`config.mk`:
```
export PLATFORM = sky130hd
export DESIGN_NAME = exp4_condiciona_entradas
export DESIGN_NICKNAME = d
export VERILOG_FILES = /design/src/rtl/exp4_condiciona_entradas.sv
export SDC_FILE = /design/constraint.sdc
export NUM_CORES = 1
export LEC_CHECK = 0
export ABC_AREA = 1
export ABC_CLOCK_PERIOD_IN_PS = 1800
export CAP_MARGIN = 20
export CORE_MARGIN = 1
export CORE_UTILIZATION = 58
export CTS_CLUSTER_SIZE = 14
export DETAILED_ROUTE_END_ITERATION = 8
export PLACE_DENSITY = 0.79
export SLEW_MARGIN = 5
export SYNTH_ARGS = -nofsm -noshare
export SYNTH_HDL_FRONTEND = slang
export SYNTH_SLANG_ARGS = --single-unit
```
`constraint.sdc`:
```
create_clock -name clock -period 1.8 [get_ports clock]
set_input_delay 0.18 -clock clock [delete_from_list [all_inputs] [get_ports clock]]
set_output_delay 0.18 -clock clock [all_outputs]
set_load 0.005 [all_outputs]
```
`src/rtl/exp4_condiciona_entradas.sv`:
```
// Input conditioning ahead of the experiment top level: synchronizes and debounces
// the start button and the switch bank. Macro BOTAO_ATIVO_BAIXO_EN selects an active-low button.
module exp4_condiciona_entradas #(
   parameter int unsigned DEBOUNCE_CYCLES = 50000,
   parameter int unsigned N_CHAVES        = 4
) (
   input  logic                clock,
   input  logic                reset,
   input  logic                botao_iniciar,
   input  logic [N_CHAVES-1:0] chaves_raw,
   output logic                iniciar,
   output logic [N_CHAVES-1:0] chaves,
   output logic                jogada,
   output logic                db_botao,
   output logic [3:0]          db_estado
);

   localparam int unsigned CNT_W = (DEBOUNCE_CYCLES > 1) ? $clog2(DEBOUNCE_CYCLES) : 1;
   localparam logic [CNT_W-1:0] CNT_MAX = CNT_W'(DEBOUNCE_CYCLES - 1);

   // The synchronizer carries the raw pin level, so its reset value is the released level.
`ifdef BOTAO_ATIVO_BAIXO_EN
   localparam logic BTN_REPOUSO = 1'b1;
`else
   localparam logic BTN_REPOUSO = 1'b0;
`endif

   typedef enum logic [1:0] {
      OCIOSO       = 2'd0,
      FILTRA_ALTA  = 2'd1,
      PRESSIONADO  = 2'd2,
      FILTRA_BAIXA = 2'd3
   } estado_t;

   logic                r_btn_s1, r_btn_s2;
   logic [N_CHAVES-1:0] r_ch_s1, r_ch_s2;
   logic                w_btn;

   estado_t             r_estado, w_estado_prox;
   logic [CNT_W-1:0]    r_cnt, w_cnt_prox;
   logic                w_iniciar_prox;

   logic [N_CHAVES-1:0] r_cand, w_cand_prox, w_chaves_prox;
   logic [CNT_W-1:0]    r_cnt_c, w_cnt_c_prox;
   logic                w_jogada_prox;

   // Two-flop synchronizers
   always_ff @(posedge clock) begin
      if (reset) begin
         r_btn_s1 <= BTN_REPOUSO;
         r_btn_s2 <= BTN_REPOUSO;
         r_ch_s1  <= '0;
         r_ch_s2  <= '0;
      end else begin
         r_btn_s1 <= botao_iniciar;
         r_btn_s2 <= r_btn_s1;
         r_ch_s1  <= chaves_raw;
         r_ch_s2  <= r_ch_s1;
      end
   end

   assign w_btn = r_btn_s2 ^ BTN_REPOUSO;

   // Button debounce FSM state register
   always_ff @(posedge clock) begin
      if (reset) begin
         r_estado <= OCIOSO;
         r_cnt    <= '0;
         iniciar  <= 1'b0;
      end else begin
         r_estado <= w_estado_prox;
         r_cnt    <= w_cnt_prox;
         iniciar  <= w_iniciar_prox;
      end
   end

   always_comb begin
      w_estado_prox  = r_estado;
      w_cnt_prox     = r_cnt;
      w_iniciar_prox = 1'b0;
      case (r_estado)
         OCIOSO: begin
            if (w_btn) begin
               w_estado_prox = FILTRA_ALTA;
               w_cnt_prox    = '0;
            end
         end
         FILTRA_ALTA: begin
            if (!w_btn) begin
               w_estado_prox = OCIOSO;
            end else if (r_cnt == CNT_MAX) begin
               w_estado_prox  = PRESSIONADO;
               w_iniciar_prox = 1'b1;
            end else begin
               w_cnt_prox = r_cnt + CNT_W'(1);
            end
         end
         PRESSIONADO: begin
            if (!w_btn) begin
               w_estado_prox = FILTRA_BAIXA;
               w_cnt_prox    = '0;
            end
         end
         FILTRA_BAIXA: begin
            // A return to pressed here is a release bounce, never a new press
            if (w_btn) begin
               w_estado_prox = PRESSIONADO;
            end else if (r_cnt == CNT_MAX) begin
               w_estado_prox = OCIOSO;
            end else begin
               w_cnt_prox = r_cnt + CNT_W'(1);
            end
         end
         default: w_estado_prox = OCIOSO;
      endcase
   end

   // Switch word filter: any change restarts the count from the new candidate
   always_ff @(posedge clock) begin
      if (reset) begin
         r_cand  <= '0;
         r_cnt_c <= '0;
         chaves  <= '0;
         jogada  <= 1'b0;
      end else begin
         r_cand  <= w_cand_prox;
         r_cnt_c <= w_cnt_c_prox;
         chaves  <= w_chaves_prox;
         jogada  <= w_jogada_prox;
      end
   end

   always_comb begin
      w_cand_prox   = r_cand;
      w_cnt_c_prox  = r_cnt_c;
      w_chaves_prox = chaves;
      w_jogada_prox = 1'b0;
      if ((r_ch_s2 == chaves) || (r_ch_s2 != r_cand)) begin
         w_cand_prox  = r_ch_s2;
         w_cnt_c_prox = '0;
      end else if (r_cnt_c == CNT_MAX) begin
         w_chaves_prox = r_cand;
         w_jogada_prox = (r_cand != '0);
      end else begin
         w_cnt_c_prox = r_cnt_c + CNT_W'(1);
      end
   end

   assign db_botao  = w_btn;
   assign db_estado = {2'b00, r_estado};

endmodule

```
==> flow_summary_export.csv, run 1 <==
group,metric,value,unit
floorplan,core_area,4410,µm²
route,vias,2334,
cells_and_area,final_common_cell,"nand2_1",
grt,grt_first_pass_wirelength,8.74,mm
placement,port_buffers,15,
critical_path,worstSetupPathType,"register to register",
worst_hold_path,min_to,"r_ch_s1[2]$_SDFF_PP0_",
route,routedWlPerCell,10.5,µm
floorplan,die_h,70.0,µm
clocking,cts_max_level,2,
cells_and_area,post-route-util,67.8,%
clocking,cts_tree,"yes",
clocking,cts_buffer_depth,2,
critical_path,rr_worst_depth,7,
cells_and_area,drive_gt1_share,8.85,%
clocking,cts_buffers,5,
route,dr.pass1.iters,4,
critical_path,rr_endpoint,"r_cnt[15]$_SDFFE_PP0P_",
critical_path,worstSetupEndpointType,"register",
sta,fin_crit,1.59,ns
power_and_ir_drop,leakage,0.00112,µW
power_and_ir_drop,pwr-share-comb,4.8,%
power_and_ir_drop,clockPowerShare,35.2,%
power_and_ir_drop,p_total,2030,µW
sta,slew_violations,0,
power_and_ir_drop,pwr-share-seq,60.0,%
clocking,cts_resized,0,
power_and_ir_drop,netSwitchingPower,466,µW
worst_hold_path,min-delay-start,"chaves_raw[2]",
critical_path,slowest_delay,0.37,ns
critical_path,cp_max_fo,16,
sta,rsz0062_at_grt,"no",
yosys,syn-instance-count,398,
grt,grt_pass1_vias,2138,
sta,setup_viol_count_final,0,
floorplan,ios,18,
cells_and_area,final_cell_mix,"nand2_1 (118), nor2_1 (61), dfxtp_1 (54)",
critical_path,reg2reg_from,"r_cnt[0]$_SDFFE_PP0P_",
power_and_ir_drop,p_per_area,679,nW/µm²
placement,place_hpwl,3.55,mm
cells_and_area,multiInputGateArea,1360,µm²
cells_and_area,fill_cells,390,
power_and_ir_drop,swShare,23.0,%
run_status,status,"complete, no violations",
power_and_ir_drop,p_int,1570,µW
critical_path,cp_cell_sequence,"ha_1, nand3_1, nor2_4, nand3_4, nand2_4, nand2_1, a21oi_1",
grt,grt_overflow,0,
route,vias_per_cell,4.97,
critical_path,r2r_slack,0.21,ns
yosys,synth_warnings,0,
sta,finalCritPeriodShare,88.6,%
grt,grt_max_degree,23,
sta,fmax,0.627,GHz
yosys,synth_area,2690,µm²
sta,finClkSkew,0.00760,ns
yosys,avgSynthCellArea,6.75,µm²
critical_path,required,2.04,ns
power_and_ir_drop,ir_drop,0.000496,V
grt,grt.total_usage,21.7,%
sta,tns,0,ns
clocking,postCtsSetupBuffers,0,
cells_and_area,antenna_cells,0,
critical_path,start_kind,"register",
cells_and_area,nets,426,
critical_path,cp.arrival,1.83,ns
critical_path,critPathLaunch,"r_cnt[0]$_SDFFE_PP0P_",
flow_run,maxCapViolations,0,
yosys,synth-seq-area-share,40.3,%
route,route.detailed.drc,0,
grt,antenna_found_initial,0,
floorplan,die_x,70.0,µm
placement,gp_congestion,0.850,
route,routed_wl,4.93,mm
sta,final-hold-violation-count,0,
worst_hold_path,hold-path-cell-count,3,
clocking,clkSinkCount,54,
route,drt_first_iter_violations,161,
yosys,synth.distinct_cells,31,
floorplan,rows,24,
floorplan,start_util,60.8,%
clocking,path_clk_slew,0.10,ns
clocking,hold_buffers,0,
floorplan,dieArea,4910,µm²
critical_path,crit_slowest_cell,"dfxtp_1",
worst_hold_path,hold_path_class,"input pin to register",
cells_and_area,seq_area,1080,µm²
cells_and_area,syn2layout_area_growth,11.4,%
clocking,clock_latency,0.31,ns
yosys,synth_seq_cells,54,
clocking,cts_root_buf,"clkbuf_8",
route,ant_nets,0,
[worst max-delay path: cells and delay by family, from the launching register on]
family | cells | cell delay, ns
flops | 1 | 0.37
fa+ha+maj | 1 | 0.19
simple gates | 5 | 0.81
compound gates | 1 | 0.14
[cell usage after synthesis]
| cell type | instances | area (µm²) |
|---|---|---|
| xor2_2 | 1 | 16.3 |
| nand2_4 | 1 | 11.3 |
| nand2_2 | 3 | 18.8 |
| nor4_1 | 1 | 6.26 |
| xnor2_1 | 4 | 35.0 |
| buf_4 | 3 | 22.5 |
| inv_2 | 2 | 7.51 |
| nand3_4 | 1 | 17.5 |
| nand3_2 | 1 | 10.0 |
| xor2_1 | 6 | 52.6 |
| nand2_1 | 118 | 443 |
| buf_1 | 1 | 3.75 |
| nand3_1 | 21 | 105 |
| nor2_2 | 4 | 25.0 |
| a21oi_2 | 9 | 78.8 |
| nor3b_1 | 1 | 7.51 |
| nand3b_1 | 2 | 15.0 |
| nor2_1 | 61 | 229 |
| nand4_1 | 6 | 37.5 |
| a21oi_1 | 16 | 80.1 |
| buf_2 | 1 | 5.00 |
| conb_1 | 1 | 3.75 |
| nor3_1 | 7 | 35.0 |
| buf_6 | 1 | 11.3 |
| nor2_4 | 3 | 33.8 |
| clkbuf_1 | 2 | 7.51 |
| ha_1 | 2 | 25.0 |
| inv_1 | 52 | 195 |
| dfxtp_1 | 54 | 1080 |
| o21ai_0 | 11 | 55.1 |
| o21ai_1 | 2 | 10.0 |
[final cells by class]
type / instances / share of cell area [%]
Inverter: 54 / 6.78
Multi-Input combinational cell: 283 / 45.5
Sequential cell: 54 / 36.1
Tap cell: 52 / 2.17
Clock inverter: 2 / 0.586
Timing Repair Buffer: 19 / 6.02
Clock buffer: 6 / 2.76
[kinds of logic after synthesis]
logic type	share of synthesized area [%]
buffers and inverters	9.41
flip-flops	40.3
AO/OA/AOI/OAI	8.34
other	0.140
XOR/XNOR	3.87
AND/OR/NAND/NOR	37.0
adder cells (fa/ha/maj)	0.932
[metrics by stage]
| stage | area (µm²) | instances | hold WS, ns | worst slack (ns) |
|---|---|---|---|---|
| 2_1_floorplan | 2690 | 399 | 0.249 | 0.359 |
| 3_3_place_gp | 2880 | 462 | 0.392 | 0.242 |
| 3_5_place_dp | 2880 | 462 | 0.397 | 0.193 |
| 4_1_cts | 2980 | 470 | 0.372 | 0.176 |
| 5_1_grt | 2990 | 470 | 0.379 | 0.0385 |
| 6_report | 2990 | 470 | 0.377 | 0.206 |
[how the worst max path moves through the flow]
stage,end,slack [ns],cells past startpoint
6_report,r_cnt[15]$_SDFFE_PP0P_,0.21,7
5_1_grt,r_cnt[11]$_SDFFE_PP0P_,0.04,7
4_1_cts,chaves[3]$_SDFFE_PP0P_,0.18,9
3_5_place_dp,chaves[2]$_SDFFE_PP0P_,0.19,8
3_3_place_gp,chaves[3]$_SDFFE_PP0P_,0.24,8
2_1_floorplan,r_cnt[5]$_SDFFE_PP0P_,0.36,8
[per-layer routing]
metal | track usage [%] | part of all wire (%) | vias to the layer above
li1 | - | - | 1263
met1 | 26.4 | 49 | 1024
met2 | 38.1 | 46 | 45
met3 | 5.19 | 4.2 | 2
met4 | 5.78 | 0.51 | 0
met5 | 0 | 0 | -
[power by group through the flow]
stage,Clock (µW),Combinational (µW),Sequential [µW]
floorplan,0,65.3,1250
global placement,0,93.4,1250
detailed placement,0,95.0,1250
CTS,740,95.3,1220
global route,783,109,1220
finish,715,96.9,1220
[registers in the layout, summed over array words and instances (netlist names), named ones only]
name      flops
r_estado      1
chaves        4
db_botao      1
iniciar       1
r_ch_s2       4
jogada        1
r_cand        4
r_ch_s1       4
r_cnt        16
r_cnt_c      16
r_btn_s1      1
Power figures use the tool's default switching activity.
==> run 2, diff against run 1 <==
--- a/config.mk
+++ b/config.mk
@@ -8,10 +8,13 @@
 export ABC_AREA = 1
 export ABC_CLOCK_PERIOD_IN_PS = 1800
 export CAP_MARGIN = 20
+export CELL_PAD_IN_SITES_DETAIL_PLACEMENT = 1
+export CELL_PAD_IN_SITES_GLOBAL_PLACEMENT = 2
 export CORE_MARGIN = 1
-export CORE_UTILIZATION = 58
+export CORE_UTILIZATION = 33
 export CTS_CLUSTER_SIZE = 14
 export DETAILED_ROUTE_END_ITERATION = 8
+export MAX_ROUTING_LAYER = met4
 export PLACE_DENSITY = 0.79
 export SLEW_MARGIN = 5
 export SYNTH_ARGS = -nofsm -noshare
==> run 2 against run 1 <==
Effect of this change: largest cell class unchanged; first-iteration DRC count fell by 39%; global-route usage fell by 5.4 points; final cell count grew 11%.
==> flow_summary_export.csv, run 2 (synthesis results as in run 1) <==
group,metric,value,unit
run_status,status,"complete, no violations",
placement,place_hpwl,4.58,mm
critical_path,cp_max_fo,8,
worst_hold_path,hold_path_class,"input pin to register",
sta,finClkSkew,0.00472,ns
power_and_ir_drop,p_per_area,657,nW/µm²
clocking,cts_max_level,2,
cells_and_area,top_regs,"r_cnt x16, r_cnt_c x16",
floorplan,core_area,7810,µm²
critical_path,reg2reg_from,"r_cnt_c[0]$_SDFFE_PP0P_",
grt,grt_max_degree,23,
critical_path,worstSetupPathType,"register to register",
placement,dp_slack,0.154,ns
critical_path,slowest_delay,0.38,ns
clocking,clock_latency,0.31,ns
sta,whs,0.380,ns
floorplan,dieArea,8500,µm²
floorplan,rows,32,
route,dr.pass1.iters,4,
critical_path,rr_endpoint,"chaves[3]$_SDFFE_PP0P_",
cells_and_area,final_common_cell,"nand2_1",
sta,rsz0062_at_grt,"no",
grt,grt_first_pass_wirelength,10.8,mm
critical_path,timing.critical_path.buf_inv,0,
critical_path,worstSetupEndpointType,"register",
worst_hold_path,hold-path-cell-count,3,
critical_path,start_kind,"register",
sta,final-hold-violation-count,0,
floorplan,ios,18,
clocking,cts_tree,"yes",
placement,port_buffers,15,
grt,grt.total_usage,16.3,%
critical_path,cp.arrival,1.86,ns
cells_and_area,drive_gt1_share,9.07,%
critical_path,r2r_slack,0.15,ns
route,route.detailed.drc,0,
grt,antenna_found_initial,0,
grt,grt_overflow,0,
critical_path,cp_cell_sequence,"ha_1, nand2_1, nor2_2, nand3_1, nor2_4, nand3_2, nor2_1, nor2_1",
critical_path,crit_slowest_cell,"dfxtp_1",
cells_and_area,syn2layout_area_growth,13.4,%
cells_and_area,final_cell_mix,"nand2_1 (118), nor2_1 (61), dfxtp_1 (54)",
cells_and_area,fill_cells,1044,
clocking,path_clk_slew,0.10,ns
sta,fin_crit,1.65,ns
route,routedWlPerCell,11.7,µm
critical_path,cp_top_family,"simple AND/OR/NAND/NOR gates",
clocking,cts_buffer_depth,2,
power_and_ir_drop,leakage,0.00112,µW
critical_path,required,2.01,ns
sta,tns,0,ns
cells_and_area,nets,428,
sta,setup_viol_count_final,0,
grt,grt_pass1_vias,2403,
route,vias_per_cell,4.63,
route,drt_first_iter_violations,98,
route,routed_wl,6.09,mm
sta,finalCritPeriodShare,91.7,%
floorplan,die_x,92.2,µm
power_and_ir_drop,ir_drop,0.000325,V
critical_path,rr_worst_depth,8,
worst_hold_path,min-delay-start,"chaves_raw[0]",
clocking,cts_resized,0,
flow_run,maxCapViolations,0,
cells_and_area,antenna_cells,0,
sta,fmax,0.606,GHz
clocking,hold_buffers,0,
worst_hold_path,min_to,"r_ch_s1[0]$_SDFF_PP0_",
clocking,cts_root_buf,"clkbuf_8",
clocking,clkSinkCount,54,
placement,gp_congestion,0.747,
floorplan,start_util,34.4,%
sta,slew_violations,0,
floorplan,die_h,92.2,µm
clocking,cts_buffers,5,
route,ant_nets,0,
sta,worst_slack,0.150,ns
route,vias,2413,
clocking,postCtsSetupBuffers,0,
critical_path,crit_top_cell,"nor2_1",
run 2: cell type report:
type | instances | area [µm²] | area share (%)
clock buffers | 5 | 68.8 | 2.26
clock inverters | 2 | 13.8 | 0.452
inverters | 54 | 203 | 6.66
repair buffers | 21 | 195 | 6.41
well taps | 102 | 128 | 4.19
multi-input cells | 283 | 1360 | 44.5
flip-flops and latches | 54 | 1080 | 35.5
run 2: worst max path at each step:
stage                             from                      to  slack (ns)  cells after the start
3_5_place_dp   r_cnt_c[0]$_SDFFE_PP0P_  chaves[3]$_SDFFE_PP0P_        0.15                      8
2_1_floorplan    r_cnt[0]$_SDFFE_PP0P_   r_cnt[5]$_SDFFE_PP0P_        0.36                      8
6_report       r_cnt_c[0]$_SDFFE_PP0P_  chaves[3]$_SDFFE_PP0P_        0.15                      8
5_1_grt        r_cnt_c[0]$_SDFFE_PP0P_  chaves[0]$_SDFFE_PP0P_        0.01                      9
3_3_place_gp   r_cnt_c[0]$_SDFFE_PP0P_  chaves[0]$_SDFFE_PP0P_        0.17                      8
4_1_cts        r_cnt_c[0]$_SDFFE_PP0P_  chaves[3]$_SDFFE_PP0P_        0.14                      8
run 2: tightest hold or removal path, stage by stage:
cell and delay, ns:
clkdlybuf4s50_1 0.39, inv_1 0.05, nor2_1 0.03
run 2: layer usage:
| metal | track usage [%] | share of wire [%] |
|---|---|---|
| met5 | - | 0 |
| met4 | 3.78 | 0.57 |
| met3 | 2.65 | 1.9 |
| met2 | 27.5 | 47 |
| met1 | 20.3 | 50 |
run 2: through the flow:
stage | power [µW] | utilization [%] | cells | cell area (µm²)
5_1_grt | 2090 | 39.0 | 521 | 3040
4_1_cts | 2040 | 39.0 | 521 | 3040
2_1_floorplan | 1310 | - | 399 | 2690
3_3_place_gp | 1350 | 37.9 | 514 | 2960
6_report | 2000 | 39.0 | 521 | 3040
3_5_place_dp | 1350 | 37.9 | 514 | 2960
run 2: where the power goes:
part           internal (µW)  switching, µW  leakage [µW]
combinational           40.0           59.2      0.000642
sequential              1210           10.9      0.000438
clock                    270            410     0.0000444
total                   1520            480       0.00112
==> run 3, diff against run 2 <==
--- a/config.mk
+++ b/config.mk
@@ -6,7 +6,7 @@
 export NUM_CORES = 1
 export LEC_CHECK = 0
 export ABC_AREA = 1
-export ABC_CLOCK_PERIOD_IN_PS = 1800
+export ABC_CLOCK_PERIOD_IN_PS = 1600
 export CAP_MARGIN = 20
 export CELL_PAD_IN_SITES_DETAIL_PLACEMENT = 1
 export CELL_PAD_IN_SITES_GLOBAL_PLACEMENT = 2
==> constraint.sdc (replaced) <==
create_clock -name clock -period 1.6 [get_ports clock]
set_input_delay 0.16 -clock clock [delete_from_list [all_inputs] [get_ports clock]]
set_output_delay 0.16 -clock clock [all_outputs]
set_load 0.005 [all_outputs]
==> run 3 against run 2 <==
Effect of this change: critical path depth fell by 7; sequential cell count did not move; count of clock-buffer cells in the layout rose by 2; first-iteration DRC count fell by 32%; register-to-register slack barely moved; cell area rose by 6.3%; clock skew rose by 0.0022 ns; sequential share of layout area fell by 1.9 points; core utilization rose by 2.5 points; hold slack got worse by 0.017 ns; clock power rose by 21%; final cell count rose by 2.7%.
==> flow_summary_export.csv, run 3 (synthesis results as in run 1) <==
group,metric,value,unit
run_status,status,"complete, no violations",
clocking,cts_root_buf,"clkbuf_8",
critical_path,r2r_slack,0.15,ns
sta,fin_crit,1.46,ns
sta,finClkSkew,0.00694,ns
critical_path,timing.critical_path.buf_inv,1,
route,routed_wl,6.37,mm
floorplan,die_h,92.2,µm
clocking,clkSinkCount,54,
sta,slew_violations,0,
cells_and_area,drive_gt1_share,14.3,%
cells_and_area,post-route-util,41.5,%
critical_path,slowest_delay,0.55,ns
grt,grt_overflow,0,
cells_and_area,antenna_cells,0,
floorplan,rows,32,
critical_path,cp_cell_sequence,"clkdlybuf4s50_1",
sta,whs,0.363,ns
cells_and_area,syn2layout_area_growth,20.5,%
route,vias,2454,
route,routedWlPerCell,11.9,µm
placement,dp_slack,-0.0800,ns
placement,port_buffers,15,
sta,fmax,0.685,GHz
grt,grt_first_pass_wirelength,11.2,mm
sta,tns,0,ns
critical_path,worstSetupEndpointType,"output port",
power_and_ir_drop,swShare,23.7,%
route,vias_per_cell,4.59,
critical_path,crit_slowest_cell,"clkdlybuf4s50_1",
power_and_ir_drop,netSwitchingPower,550,µW
cells_and_area,final_cell_mix,"nand2_1 (117), nor2_1 (60), inv_1 (52)",
power_and_ir_drop,clockPowerShare,35.6,%
floorplan,die_x,92.2,µm
critical_path,cp_max_fo,4,
sta,worst_slack,0.140,ns
clocking,cts_tree,"yes",
floorplan,ios,18,
floorplan,dieArea,8500,µm²
power_and_ir_drop,ir_drop,0.000342,V
cells_and_area,seq_area,1090,µm²
clocking,path_clk_slew,0.10,ns
sta,setup_viol_count_final,0,
route,dr.pass1.iters,4,
grt,grt_pass1_vias,2510,
grt,grt.total_usage,16.8,%
clocking,clock_latency,0.31,ns
floorplan,core_area,7810,µm²
critical_path,cp.arrival,1.30,ns
power_and_ir_drop,p_total,2320,µW
cells_and_area,final_common_cell,"nand2_1",
sta,finalCritPeriodShare,91.2,%
power_and_ir_drop,pwr-share-comb,5.2,%
route,ant_nets,0,
critical_path,cp_top_family,"buffers and inverters",
power_and_ir_drop,p_per_area,717,nW/µm²
sta,final-hold-violation-count,0,
power_and_ir_drop,pwr-share-seq,59.2,%
route,drt_first_iter_violations,67,
power_and_ir_drop,p_int,1770,µW
critical_path,required,1.44,ns
clocking,cts_buffers,5,
critical_path,start_kind,"register",
floorplan,start_util,34.4,%
clocking,cts_max_level,2,
worst_hold_path,hold_path_class,"input pin to register",
flow_run,maxCapViolations,0,
power_and_ir_drop,leakage,0.00120,µW
placement,place_hpwl,4.79,mm
route,route.detailed.drc,0,
clocking,cts_buffer_depth,2,
cells_and_area,nets,441,
cells_and_area,multiInputGateArea,1420,µm²
critical_path,worstSetupPathType,"register to output port",
placement,gp_congestion,0.734,
cells_and_area,top_regs,"r_cnt x16, r_cnt_c x16",
grt,grt_max_degree,23,
cells_and_area,fill_cells,1027,
grt,antenna_found_initial,0,
## run 3: path summary, 6_finish.rpt
| check | startpoint | endpoint | depth (start not counted) |
|---|---|---|---|
| worst max-delay path | r_estado[0]$_SDFFE_PP0P_ | db_estado[0] | 1 |
| worst min-delay path | botao_iniciar | r_btn_s1$_SDFF_PP0_ | 3 |
| worst max register to register | r_cnt[0]$_SDFFE_PP0P_ | r_cnt[0]$_SDFFE_PP0P_ | 8 |
| worst min register to register | r_ch_s1[3]$_SDFF_PP0_ | r_ch_s2[3]$_SDFF_PP0_ | 2 |
## run 3: what timing repair did
item / 4_1_cts / 5_1_grt
pin swaps: 1 / 5
cloned: 0 / 0
setup buffers: 1 / 4
endpoints found under the setup margin: 16 / 30
hold buffers: 0 / 0
resized for setup: 2 / 15
## run 3: power by group through the flow
stage	combinational [µW]	sequential (µW)	clock [µW]
3_5_place_dp	118	1400	0
4_1_cts	121	1370	867
5_1_grt	136	1380	914
3_3_place_gp	115	1400	0
2_1_floorplan	73.4	1400	0
6_report	121	1370	826
## run 3: area by class of cell
class / count / area share, %
clock inverter: 1 / 0.271
clock buffer: 7 / 2.67
multi-input combinational: 283 / 43.8
timing repair buffer: 34 / 9.43
sequential: 54 / 33.6
tap: 102 / 3.94
inverter: 54 / 6.26
## run 3: layer usage
metal / wire length [µm] / global-route usage, % / up-vias
li1: - / - / 1288
met3: 130 / 2.99 / 4
met1: 3150 / 20.7 / 1143
met2: 3050 / 28.9 / 19
met4: 43 / 3.13 / 0
met5: 0 / - / -
## run 3: per-stage QoR
stage	cells	area, µm²
2_1_floorplan	399	2690
3_3_place_gp	522	3020
3_5_place_dp	522	3020
4_1_cts	531	3140
5_1_grt	535	3240
6_report	535	3240
